`src/rtl/gauss_filter_7x7_pkg.sv`:
```
// Shared constants, sideband payload and shift-add helpers for the 7x7 binomial window filters.
package gauss_filter_7x7_pkg;

    localparam int unsigned TAPS   = 7;
    localparam int unsigned PIX_W  = 8;
    localparam int unsigned WIN_W  = TAPS * TAPS * PIX_W;
    localparam int unsigned V_W    = 14;
    localparam int unsigned H_W    = 20;
    localparam int unsigned ROUND  = 2048;
    localparam int unsigned SHIFT  = 12;
    localparam int unsigned MARGIN = 3;
    localparam int unsigned CENTRE = (TAPS * TAPS) / 2;

    // Data that travels alongside the arithmetic pipeline
    typedef struct packed {
        logic             border;
        logic             last;
        logic [PIX_W-1:0] centre;
    } side_t;

    // Binomial kernel [1,6,15,20,15,6,1]; 64 per axis, 4096 for the 2-D kernel
    function automatic int unsigned kcoef(input int unsigned i);
        int unsigned k;
        case (i)
            0, 6:    k = 1;
            1, 5:    k = 6;
            2, 4:    k = 15;
            default: k = 20;
        endcase
        return k;
    endfunction

    // Coefficient multiply as shifts and adds; k is constant per call site
    function automatic logic [H_W-1:0] kmul(input logic [H_W-1:0] x, input int unsigned k);
        logic [H_W-1:0] p;
        case (k)
            1:       p = x;
            6:       p = (x << 2) + (x << 1);
            15:      p = (x << 4) - x;
            20:      p = (x << 4) + (x << 2);
            default: p = '0;
        endcase
        return p;
    endfunction

endpackage

```
`src/rtl/gauss_filter_7x7_if.sv`:
```
// Window-in / filtered-pixel-out bundle between the line buffer side and the filter.
interface gauss_filter_7x7_if;
    import gauss_filter_7x7_pkg::*;

    logic [WIN_W-1:0] win;
    logic             win_valid;
    logic [PIX_W-1:0] dout;
    logic             dout_valid;
    logic             dout_border;
    logic             frame_done;

    modport master (
        output win, win_valid,
        input  dout, dout_valid, dout_border, frame_done
    );

    modport slave (
        input  win, win_valid,
        output dout, dout_valid, dout_border, frame_done
    );

endinterface

```
`src/rtl/gauss_filter_7x7_binom7_mac.sv`:
```
// Registered 7-tap binomial weighted sum; used for both the column and row passes.
module binom7_mac
    import gauss_filter_7x7_pkg::*;
#(
    parameter int unsigned IN_W  = 8,
    parameter int unsigned OUT_W = 14
) (
    input  logic                 clk,
    input  logic                 rst,
    input  logic [TAPS*IN_W-1:0] taps,
    output logic [OUT_W-1:0]     sum
);

    logic [OUT_W-1:0] acc;

    // OUT_W is sized for the all-max input, so partial sums never wrap
    always_comb begin
        acc = '0;
        for (int unsigned i = 0; i < TAPS; i++) begin
            acc = acc + OUT_W'(kmul(H_W'(taps[i*IN_W +: IN_W]), kcoef(i)));
        end
    end

    always_ff @(posedge clk or negedge rst) begin
        if (!rst) begin
            sum <= '0;
        end else begin
            sum <= acc;
        end
    end

endmodule

```
`src/rtl/gauss_filter_7x7.sv`:
```
// 7x7 separable binomial smoothing filter, 3-cycle latency, border pixels passed through.
module gauss_filter_7x7
    import gauss_filter_7x7_pkg::*;
#(
    parameter int unsigned IMG_W = 512,
    parameter int unsigned IMG_H = 512
) (
    input  logic               clk,
    input  logic               rst,
    gauss_filter_7x7_if.slave  bus
);

    localparam int unsigned COL_W = (IMG_W > 1) ? $clog2(IMG_W) : 1;
    localparam int unsigned ROW_W = (IMG_H > 1) ? $clog2(IMG_H) : 1;
    localparam int unsigned COL_TAPS_W = TAPS * PIX_W;

    logic [TAPS*COL_TAPS_W-1:0] col_flat;
    logic [TAPS*V_W-1:0]        h_taps;
    logic [H_W-1:0]             h_sum;
    logic [PIX_W-1:0]           filt;

    logic [COL_W-1:0] col;
    logic [ROW_W-1:0] row;
    logic             col_last;
    logic             row_last;
    logic             border_c;
    side_t            side_c;
    side_t            side_s1;
    side_t            side_s2;
    logic             vld_s1;
    logic             vld_s2;

    logic [PIX_W-1:0] dout_q;
    logic             dout_valid_q;
    logic             dout_border_q;
    logic             frame_done_q;

    // Stage 1: one vertical MAC per window column, stage 2: one horizontal MAC
    for (genvar c = 0; c < TAPS; c++) begin : g_col
        logic [V_W-1:0] v_sum;

        for (genvar r = 0; r < TAPS; r++) begin : g_row
            assign col_flat[c*COL_TAPS_W + r*PIX_W +: PIX_W] = bus.win[(r*TAPS + c)*PIX_W +: PIX_W];
        end

        binom7_mac #(
            .IN_W  (PIX_W),
            .OUT_W (V_W)
        ) u_vmac (
            .clk  (clk),
            .rst  (rst),
            .taps (col_flat[c*COL_TAPS_W +: COL_TAPS_W]),
            .sum  (v_sum)
        );

        assign h_taps[c*V_W +: V_W] = v_sum;
    end

    binom7_mac #(
        .IN_W  (V_W),
        .OUT_W (H_W)
    ) u_hmac (
        .clk  (clk),
        .rst  (rst),
        .taps (h_taps),
        .sum  (h_sum)
    );

    // H + 2048 stays below 2^20, so the rounded quotient always fits in 8 bits
    assign filt = PIX_W'((h_sum + H_W'(ROUND)) >> SHIFT);

    assign col_last = (col == COL_W'(IMG_W - 1));
    assign row_last = (row == ROW_W'(IMG_H - 1));
    assign border_c = (col < COL_W'(MARGIN)) || (col > COL_W'(IMG_W - 1 - MARGIN)) ||
                      (row < ROW_W'(MARGIN)) || (row > ROW_W'(IMG_H - 1 - MARGIN));

    always_comb begin
        side_c        = '0;
        side_c.border = border_c;
        side_c.last   = bus.win_valid & col_last & row_last;
        side_c.centre = bus.win[CENTRE*PIX_W +: PIX_W];
    end

    // Window-centre position; advances only on accepted windows
    always_ff @(posedge clk or negedge rst) begin
        if (!rst) begin
            col <= '0;
            row <= '0;
        end else if (bus.win_valid) begin
            if (col_last) begin
                col <= '0;
                row <= row_last ? '0 : row + ROW_W'(1);
            end else begin
                col <= col + COL_W'(1);
            end
        end
    end

    // Sideband and valid track the MACs; output stage holds across bubbles
    always_ff @(posedge clk or negedge rst) begin
        if (!rst) begin
            side_s1       <= '0;
            side_s2       <= '0;
            vld_s1        <= 1'b0;
            vld_s2        <= 1'b0;
            dout_q        <= '0;
            dout_valid_q  <= 1'b0;
            dout_border_q <= 1'b0;
            frame_done_q  <= 1'b0;
        end else begin
            side_s1      <= side_c;
            side_s2      <= side_s1;
            vld_s1       <= bus.win_valid;
            vld_s2       <= vld_s1;
            dout_valid_q <= vld_s2;
            frame_done_q <= vld_s2 & side_s2.last;
            if (vld_s2) begin
                dout_q        <= side_s2.border ? side_s2.centre : filt;
                dout_border_q <= side_s2.border;
            end
        end
    end

    assign bus.dout        = dout_q;
    assign bus.dout_valid  = dout_valid_q;
    assign bus.dout_border = dout_border_q;
    assign bus.frame_done  = frame_done_q;

endmodule

```
`src/flat_wrapper.sv`:
```
// flat-port wrapper written by rule: the top's interface ports become plain ports
module gauss_filter_7x7_flat import gauss_filter_7x7_pkg::*;
#(
    parameter int unsigned IMG_W = 512,
    parameter int unsigned IMG_H = 512
)
  (clk, rst, bus_win, bus_win_valid, bus_dout, bus_dout_valid, bus_dout_border, bus_frame_done);
  gauss_filter_7x7_if bus_i ();
  input  logic clk;
  input  logic rst;
  input wire logic [$bits(bus_i.win)-1:0] bus_win;
  input wire logic [$bits(bus_i.win_valid)-1:0] bus_win_valid;
  output wire logic [$bits(bus_i.dout)-1:0] bus_dout;
  output wire logic [$bits(bus_i.dout_valid)-1:0] bus_dout_valid;
  output wire logic [$bits(bus_i.dout_border)-1:0] bus_dout_border;
  output wire logic [$bits(bus_i.frame_done)-1:0] bus_frame_done;
  assign bus_i.win = bus_win;
  assign bus_i.win_valid = bus_win_valid;
  assign bus_dout = bus_i.dout;
  assign bus_dout_valid = bus_i.dout_valid;
  assign bus_dout_border = bus_i.dout_border;
  assign bus_frame_done = bus_i.frame_done;
  gauss_filter_7x7 #(.IMG_W(IMG_W), .IMG_H(IMG_H)) u_core (.clk(clk), .rst(rst), .bus(bus_i));
endmodule
```
`config.mk`:
```
export PLATFORM = sky130hd
export DESIGN_NAME = gauss_filter_7x7_flat
export DESIGN_NICKNAME = d
export VERILOG_FILES = /design/src/rtl/gauss_filter_7x7_pkg.sv /design/src/rtl/gauss_filter_7x7_if.sv /design/src/rtl/gauss_filter_7x7_binom7_mac.sv /design/src/rtl/gauss_filter_7x7.sv /design/src/flat_wrapper.sv
export SDC_FILE = /design/constraint.sdc
export NUM_CORES = 2
export LEC_CHECK = 0
export CAP_MARGIN = 10
export CORE_AREA = 2 2 295 297
export DETAILED_ROUTE_END_ITERATION = 8
export DIE_AREA = 0 0 297 299
export PLACE_DENSITY = 0.6
export SETUP_SLACK_MARGIN = 0.1
export SYNTH_ARGS = -nofsm -noshare
export SYNTH_HDL_FRONTEND = slang
export SYNTH_SLANG_ARGS = --single-unit
```
`constraint.sdc`:
```
create_clock -name clk -period 14.8 [get_ports clk]
set_input_delay 1.48 -clock clk [delete_from_list [all_inputs] [get_ports clk]]
set_output_delay 1.48 -clock clk [all_outputs]
set_load 0.01 [all_outputs]
```
== Word-level counts from Yosys, hierarchy flattened ==
Index checks and enable logic that the tools add are counted.

* Register bits after elaboration: 169
* Input port bits: 395
* Output and inout port bits: 11
* Logic and storage cells: 129

* Add/subtract/negate cells: 91
* Magnitude comparators: 4
* Equality and inequality tests: 2
* Multiplexer cells: 3
* Bitwise operators: 3
* Reduce and logical (&&, ||, !) cells: 4

{| class="wikitable"
|+ Operators by type and width
! operator !! count
|-
| 14-bit adder || 14
|-
| 12-bit by 8-bit subtractor with 13-bit output || 14
|-
| 10-bit by 9-bit adder with 11-bit output || 14
|-
| 13-bit by 13-bit adder with 14-bit output || 7
|-
| 14-bit by 13-bit adder with 14-bit output || 7
|-
| 14-bit by 8-bit adder with 14-bit output || 7
|-
| 12-bit by 10-bit adder with 13-bit output || 7
|-
| 8-bit by 11-bit adder with 12-bit output || 7
|-
| 20-bit adder || 2
|-
| 18-bit by 14-bit subtractor with 19-bit output || 2
|-
| 16-bit by 15-bit adder with 17-bit output || 2
|-
| 19-bit by 19-bit adder with 20-bit output || 1
|-
| 20-bit by 12-bit adder with 20-bit output (second input constant) || 1
|-
| 20-bit by 14-bit adder with 20-bit output || 1
|-
| 20-bit by 19-bit adder with 20-bit output || 1
|-
| 18-bit by 16-bit adder with 19-bit output || 1
|-
| 14-bit by 17-bit adder with 18-bit output || 1
|-
| 9-bit by 1-bit adder with 9-bit output (second input constant) || 2
|-
| 9-bit equality test (second input constant) || 2
|-
| 9-bit greater-than comparator (second input constant) || 2
|-
| 9-bit by 2-bit < comparator with 1-bit output (second input constant) || 2
|-
| 9-bit 2-to-1 mux || 2
|-
| 8-bit 2-to-1 mux || 1
|-
| 1-bit AND || 3
|-
| other kinds (2) || 4
|}

== Logic depth before layout (Yosys ltp) ==
* Depth in word-level cells: 7
* Mapped depth: 26

== Modules after synthesis ==
Synthesis repeated with hierarchy kept, for this count alone.

* Cell total of the unflattened synthesis: 3475
* Area total of the unflattened synthesis: 32671.3 sq um

{| class="wikitable"
|+ Modules (own cells, without submodules)
! module !! instances !! cells an instance !! area each (sq um)
|-
| binom7_mac at u_core.g_col[0].u_vmac ... || 3 || 375 || 3492.1
|-
| binom7_mac at u_core.u_hmac || 1 || 640 || 5904.4
|-
| binom7_mac at u_core.g_col[1].u_vmac || 1 || 377 || 3532.1
|-
| binom7_mac at u_core.g_col[5].u_vmac || 1 || 375 || 3514.6
|-
| binom7_mac at u_core.g_col[4].u_vmac || 1 || 377 || 3493.4
|-
| binom7_mac at u_core.g_col[6].u_vmac || 1 || 375 || 3487.1
|-
| gauss_filter_7x7 || 1 || 206 || 2263.4
|}

== Worst setup path after synthesis ==
OpenSTA, ideal clock, no wires.

* Path type: in2reg
* Start point: input port bus_win[2]
* End point: register u_core.g_col[0].u_vmac.sum[13]
* Library setup time: 80 ps
* Arrival time: 6546 ps
* Data required time: 14720 ps
* Setup slack: 8174 ps
* Cell stages on the path: 22
* Cells stage by stage: fa_1 -> ha_1 -> inv_1 -> fa_1 -> inv_1 -> a21oi_1 -> o21ai_0 -> xor2_1 -> fa_1 -> inv_1 -> fa_1 -> fa_1 -> inv_1 -> fa_1 -> ha_1 -> a21oi_1 -> o21bai_1 -> a21oi_1 -> o21ai_0 -> a21o_1 -> a21oi_1 -> xnor2_1

* Longest elaborated chain between the ends: 6

{| class="wikitable"
|+ Ends and longest elaborated chain
! what !! RTL line !! RTL
|-
| from (decl) || flat_wrapper.sv:11 || <nowiki>input wire logic [$bits(bus_i.win)-1:0] bus_win;</nowiki>
|-
| 8-bit by 11-bit adder with 12-bit output || gauss_filter_7x7_binom7_mac.sv:20 || <nowiki>acc = acc + OUT_W'(kmul(H_W'(taps[i*IN_W +: IN_W]), kcoef(i)));</nowiki>
|-
| 13-bit by 13-bit adder with 14-bit output || gauss_filter_7x7_binom7_mac.sv:20 ||
|-
| 14-bit by 13-bit adder with 14-bit output || gauss_filter_7x7_binom7_mac.sv:20 ||
|-
| 14-bit adder (2 in series) || gauss_filter_7x7_binom7_mac.sv:20 ||
|-
| 14-bit by 8-bit adder with 14-bit output || gauss_filter_7x7_binom7_mac.sv:20 ||
|-
| net u_core.g_col[0].u_vmac.acc[13] || gauss_filter_7x7_binom7_mac.sv:14 || <nowiki>logic [OUT_W-1:0] acc;</nowiki>
|-
| to (signal assigned) || gauss_filter_7x7_binom7_mac.sv:26 || <nowiki>sum <= '0;</nowiki>
|-
| to (signal assigned) || gauss_filter_7x7_binom7_mac.sv:28 || <nowiki>sum <= acc;</nowiki>
|-
| to (decl) || gauss_filter_7x7_binom7_mac.sv:11 || <nowiki>output logic [OUT_W-1:0] sum</nowiki>
|}

The timed path passes the listed nets, and every way through them passes these cells.
A chain may end at the register's enable or synchronous reset.

== Final worst setup path ==
* Start point: input port bus_win[57]
* End point: register u_core.g_col[0].u_vmac.sum[13]

* Longest elaborated chain between the ends: 7

{| class="wikitable"
|+ Ends and longest elaborated chain
! what !! RTL line !! RTL
|-
| 10-bit by 9-bit adder with 11-bit output || gauss_filter_7x7_pkg.sv:38 || <nowiki>6: p = (x << 2) + (x << 1);</nowiki>
|-
| 8-bit by 11-bit adder with 12-bit output || gauss_filter_7x7_binom7_mac.sv:20 ||
|-
| 13-bit by 13-bit adder with 14-bit output || gauss_filter_7x7_binom7_mac.sv:20 ||
|-
| 14-bit by 13-bit adder with 14-bit output || gauss_filter_7x7_binom7_mac.sv:20 ||
|-
| 14-bit adder (2 in series) || gauss_filter_7x7_binom7_mac.sv:20 ||
|-
| 14-bit by 8-bit adder with 14-bit output || gauss_filter_7x7_binom7_mac.sv:20 ||
|-
| net u_core.g_col[0].u_vmac.acc[13] || gauss_filter_7x7_binom7_mac.sv:14 ||
|}

The timed path passes the listed nets, and every way through them passes these cells.

==> reports/metrics.csv <==
metric,value,unit
Final GP Congestion,0.847,
CP dominant cell by count,fa_1,
Max-Cap Viols,0,
met3 Resource Use GR,2.51,%
post-synthesis simple-gate area fraction,6.86,%
clk sinks,158,
post-layout minimum cycle time,7.06,ns
largest family of logic cells by synthesized area,adder cells,
die height,299,um
worst r2r path cells,26,
Synth top area share,31.5,%
fin util,41.7,%
CP arrival,7.43,ns
slowest cell delay on critical path,0.54,ns
H-tree depth,4,
Clock Skews,0.0138,ns
DRC,0,
Crit path buffers/inverters,5,
die area,88800,um^2
Skew-Pair Late Insertion Delay,0.45,ns
CTS tree,done,
hold_sp,u_core.side_s1[9],
GRT overflow,0,
RSZ-0062 raised after global routing,false,
CP Data Required Time,15.17,ns
Final Cycle Share,47.7,%
"Max FO, Critical Path",3,
layout cells sized above 1,2.13,%
final setup violation count,0,
Core Area,85900,um^2
crit path from,bus_win[57],
Die W,297,um
worst r2r src,u_core.g_col[1].u_vmac.sum[0],
met2 usage in global routing,29.3,%
initial antenna violation count,5,
crit path cell chain,clkdlybuf4s50_1 -> fa_1 -> ha_1 -> inv_1 -> fa_1 -> inv_1 -> a21oi_1 -> o21ai_0 -> xor2_1 -> fa_1 -> inv_1 -> fa_1 -> fa_1 -> inv_1 -> fa_1 -> ha_1 -> a21oi_1 -> o21bai_1 -> a21oi_1 -> o21ai_0 -> a21o_1 -> a21oi_1 -> xnor2_1,
Num CTS Buffers,17,
Hold Crit Class,reg2reg,
R2R Setup Slk,8.08,ns
met1 GRT Util,20.7,%
"commonest non-fill, non-tap cell in the layout",inv_1,
Max Fclk,142,MHz
most frequent cells in the layout,"626 x inv_1, 467 x fa_1, 445 x ha_1",
Ys Warns,0,
Final Net Count,4714,
antenna-violating nets left,0,
syn avg cell area,9.94,um^2
crit path max-delay cell type,fa_1,
final hold vios,0,
cts repair resizes,0,
syn nets,4297,
drt first pass iters,5,
gr usage total,16.3,%
crit path to,u_core.g_col[0].u_vmac.sum[13],
Critical Path Start Type,input pin,
Rows,108,
Most used DFF post-synth,dfrtp_1,
CP endpoint kind,register,
first-pass GRT wire length,115,mm
average wire per standard cell,15.2,um
Initial Util,34.6,%
Top Ports,406,
Critical Path Stages,23,
routed via count,20700,
final wirelength,69.7,mm
mux share of post-synthesis cell area,0.446,%
worst-margin pin slew,0.977,ns
family with the most delay on the worst path,adder cells,
Fin Setup TNS,0,ns
largest net degree at the start of global routing,84,
#FFs+latches synth,158,
number of synthesized flops with an enable pin,0,
Synth cell types,59,
hold buffer count at CTS,0,
r2r endpoint,u_core.u_hmac.sum[19],
initial drt markers,783,
Syn Inst Count,2990,
detailed placement HPWL,64.2,mm
Setup CP Type,in2reg,
Synth Cell Area,29700,um^2
postcts setup bufs,0,
ys async rst share,100,%
via-per-instance ratio,4.53,
vias in the first global route,22600,
IO Port Bufs,405,
Final Max Slew Viols,0,
Root Driver,clkbuf_16,
clock-pin transition on the worst setup and hold timing paths,0.07,ns
worst rel slew slack,34.9,%
Max Buffers Root-to-Sink,2,
adder-cell share of the synthesized area,50.2,%
synthesis-to-layout area growth,20.5,%
xor and xnor fraction of the mapped netlist area,10.8,%
Fill cells,8457,
compound-gate portion of the synthesized area,10.5,%
Synth area leaders,"fa_1 31%, ha_1 19%, dfrtp_1 13%",
"area leader, netlist",fa_1,
sequential element share of the synthesized area,13.3,%
status,"finished, final reports clean",
GRT busiest layer,met2,
-- registers in the layout (all words and copies together) (netlist names) --
register	count
u_core.bus.dout_border	1
u_core.vld_s1	1
u_core.bus.dout	8
u_core.bus.frame_done	1
u_core.u_hmac.sum	9
u_core.col	9
u_core.side_s2	10
u_core.bus.dout_valid	1
u_core.side_s1	10
u_core.g_col.u_vmac.sum	98
u_core.row	9
u_core.vld_s2	1
-- metal layers --
metal,vias to the layer above,share of wire (%)
li1,10400,-
met2,281,51
met3,65,3.3
met1,9932,44
met5,-,0.076
met4,8,1.6
-- cell usage after synthesis, drive strengths merged, types with 3 or more instances --
cell,instances
o21bai,63
mux2,10
nor4,22
nor2,100
inv,626
o211ai,4
clkbuf,8
nor2b,40
and3b,3
nand3b,3
a21oi,173
nand4,7
nand2b,27
xor2,120
and3,10
nand3,41
nor3,33
o21a,10
a21boi,6
xnor2,245
nand2,100
dfrtp,158
a21o,83
o21ai,104
fa,467
a31oi,14
and2,9
o31ai,6
ha,445
a32oi,4
o31a,3
a31o,12
or2,4
or3,8
-- layout make-up --
cell class                      count  area (um^2)  area share, %
Multi-Input combinational cell   2198        23400           65.3
Clock inverter                     15          174          0.486
Sequential cell                   158         3950           11.0
Clock buffer                       17          425           1.19
Tap cell                         1155         1450           4.04
Antenna cell                        1         2.50        0.00699
Timing Repair Buffer              406         4060           11.3
Inverter                          626         2350           6.56
-- metrics by stage --
step                instances  hold WS (ns)  setup slack [ns]  cell area (um^2)
floorplan                2990         0.331              8.17             29700
global placement         4543         0.333              7.29             35200
detailed placement       4543         0.335              7.23             35200
CTS                      4575         0.350              7.73             35800
global route             4576         0.358              7.35             35800
finish                   4576         0.348              7.74             35800
-- logic make-up (layout without fill, tap and decap cells) --
group,after synthesis,count (layout)
AO/OA/AOI/OAI,496,496
XOR/XNOR,365,365
adder cells (fa/ha/maj),912,912
buffers and inverters,634,1064
flip-flops,158,158
multiplexers,12,12
other,0,1
AND/OR/NAND/NOR,413,413
-- worst min path at each step --
stage                                    to  slack [ns]  depth (start not counted)
after floorplan           u_core.side_s2[0]        0.33                          0
after global placement    u_core.side_s2[3]        0.33                          0
after detailed placement  u_core.side_s2[1]        0.33                          0
after CTS                 u_core.side_s2[9]        0.35                          0
after global routing      u_core.side_s2[7]        0.36                          0
final                     u_core.side_s2[9]        0.35                          0
Power is left out: the tool's default activity adds up to more than one toggle a clock period on the data nets, which glitch-free logic cannot reach.
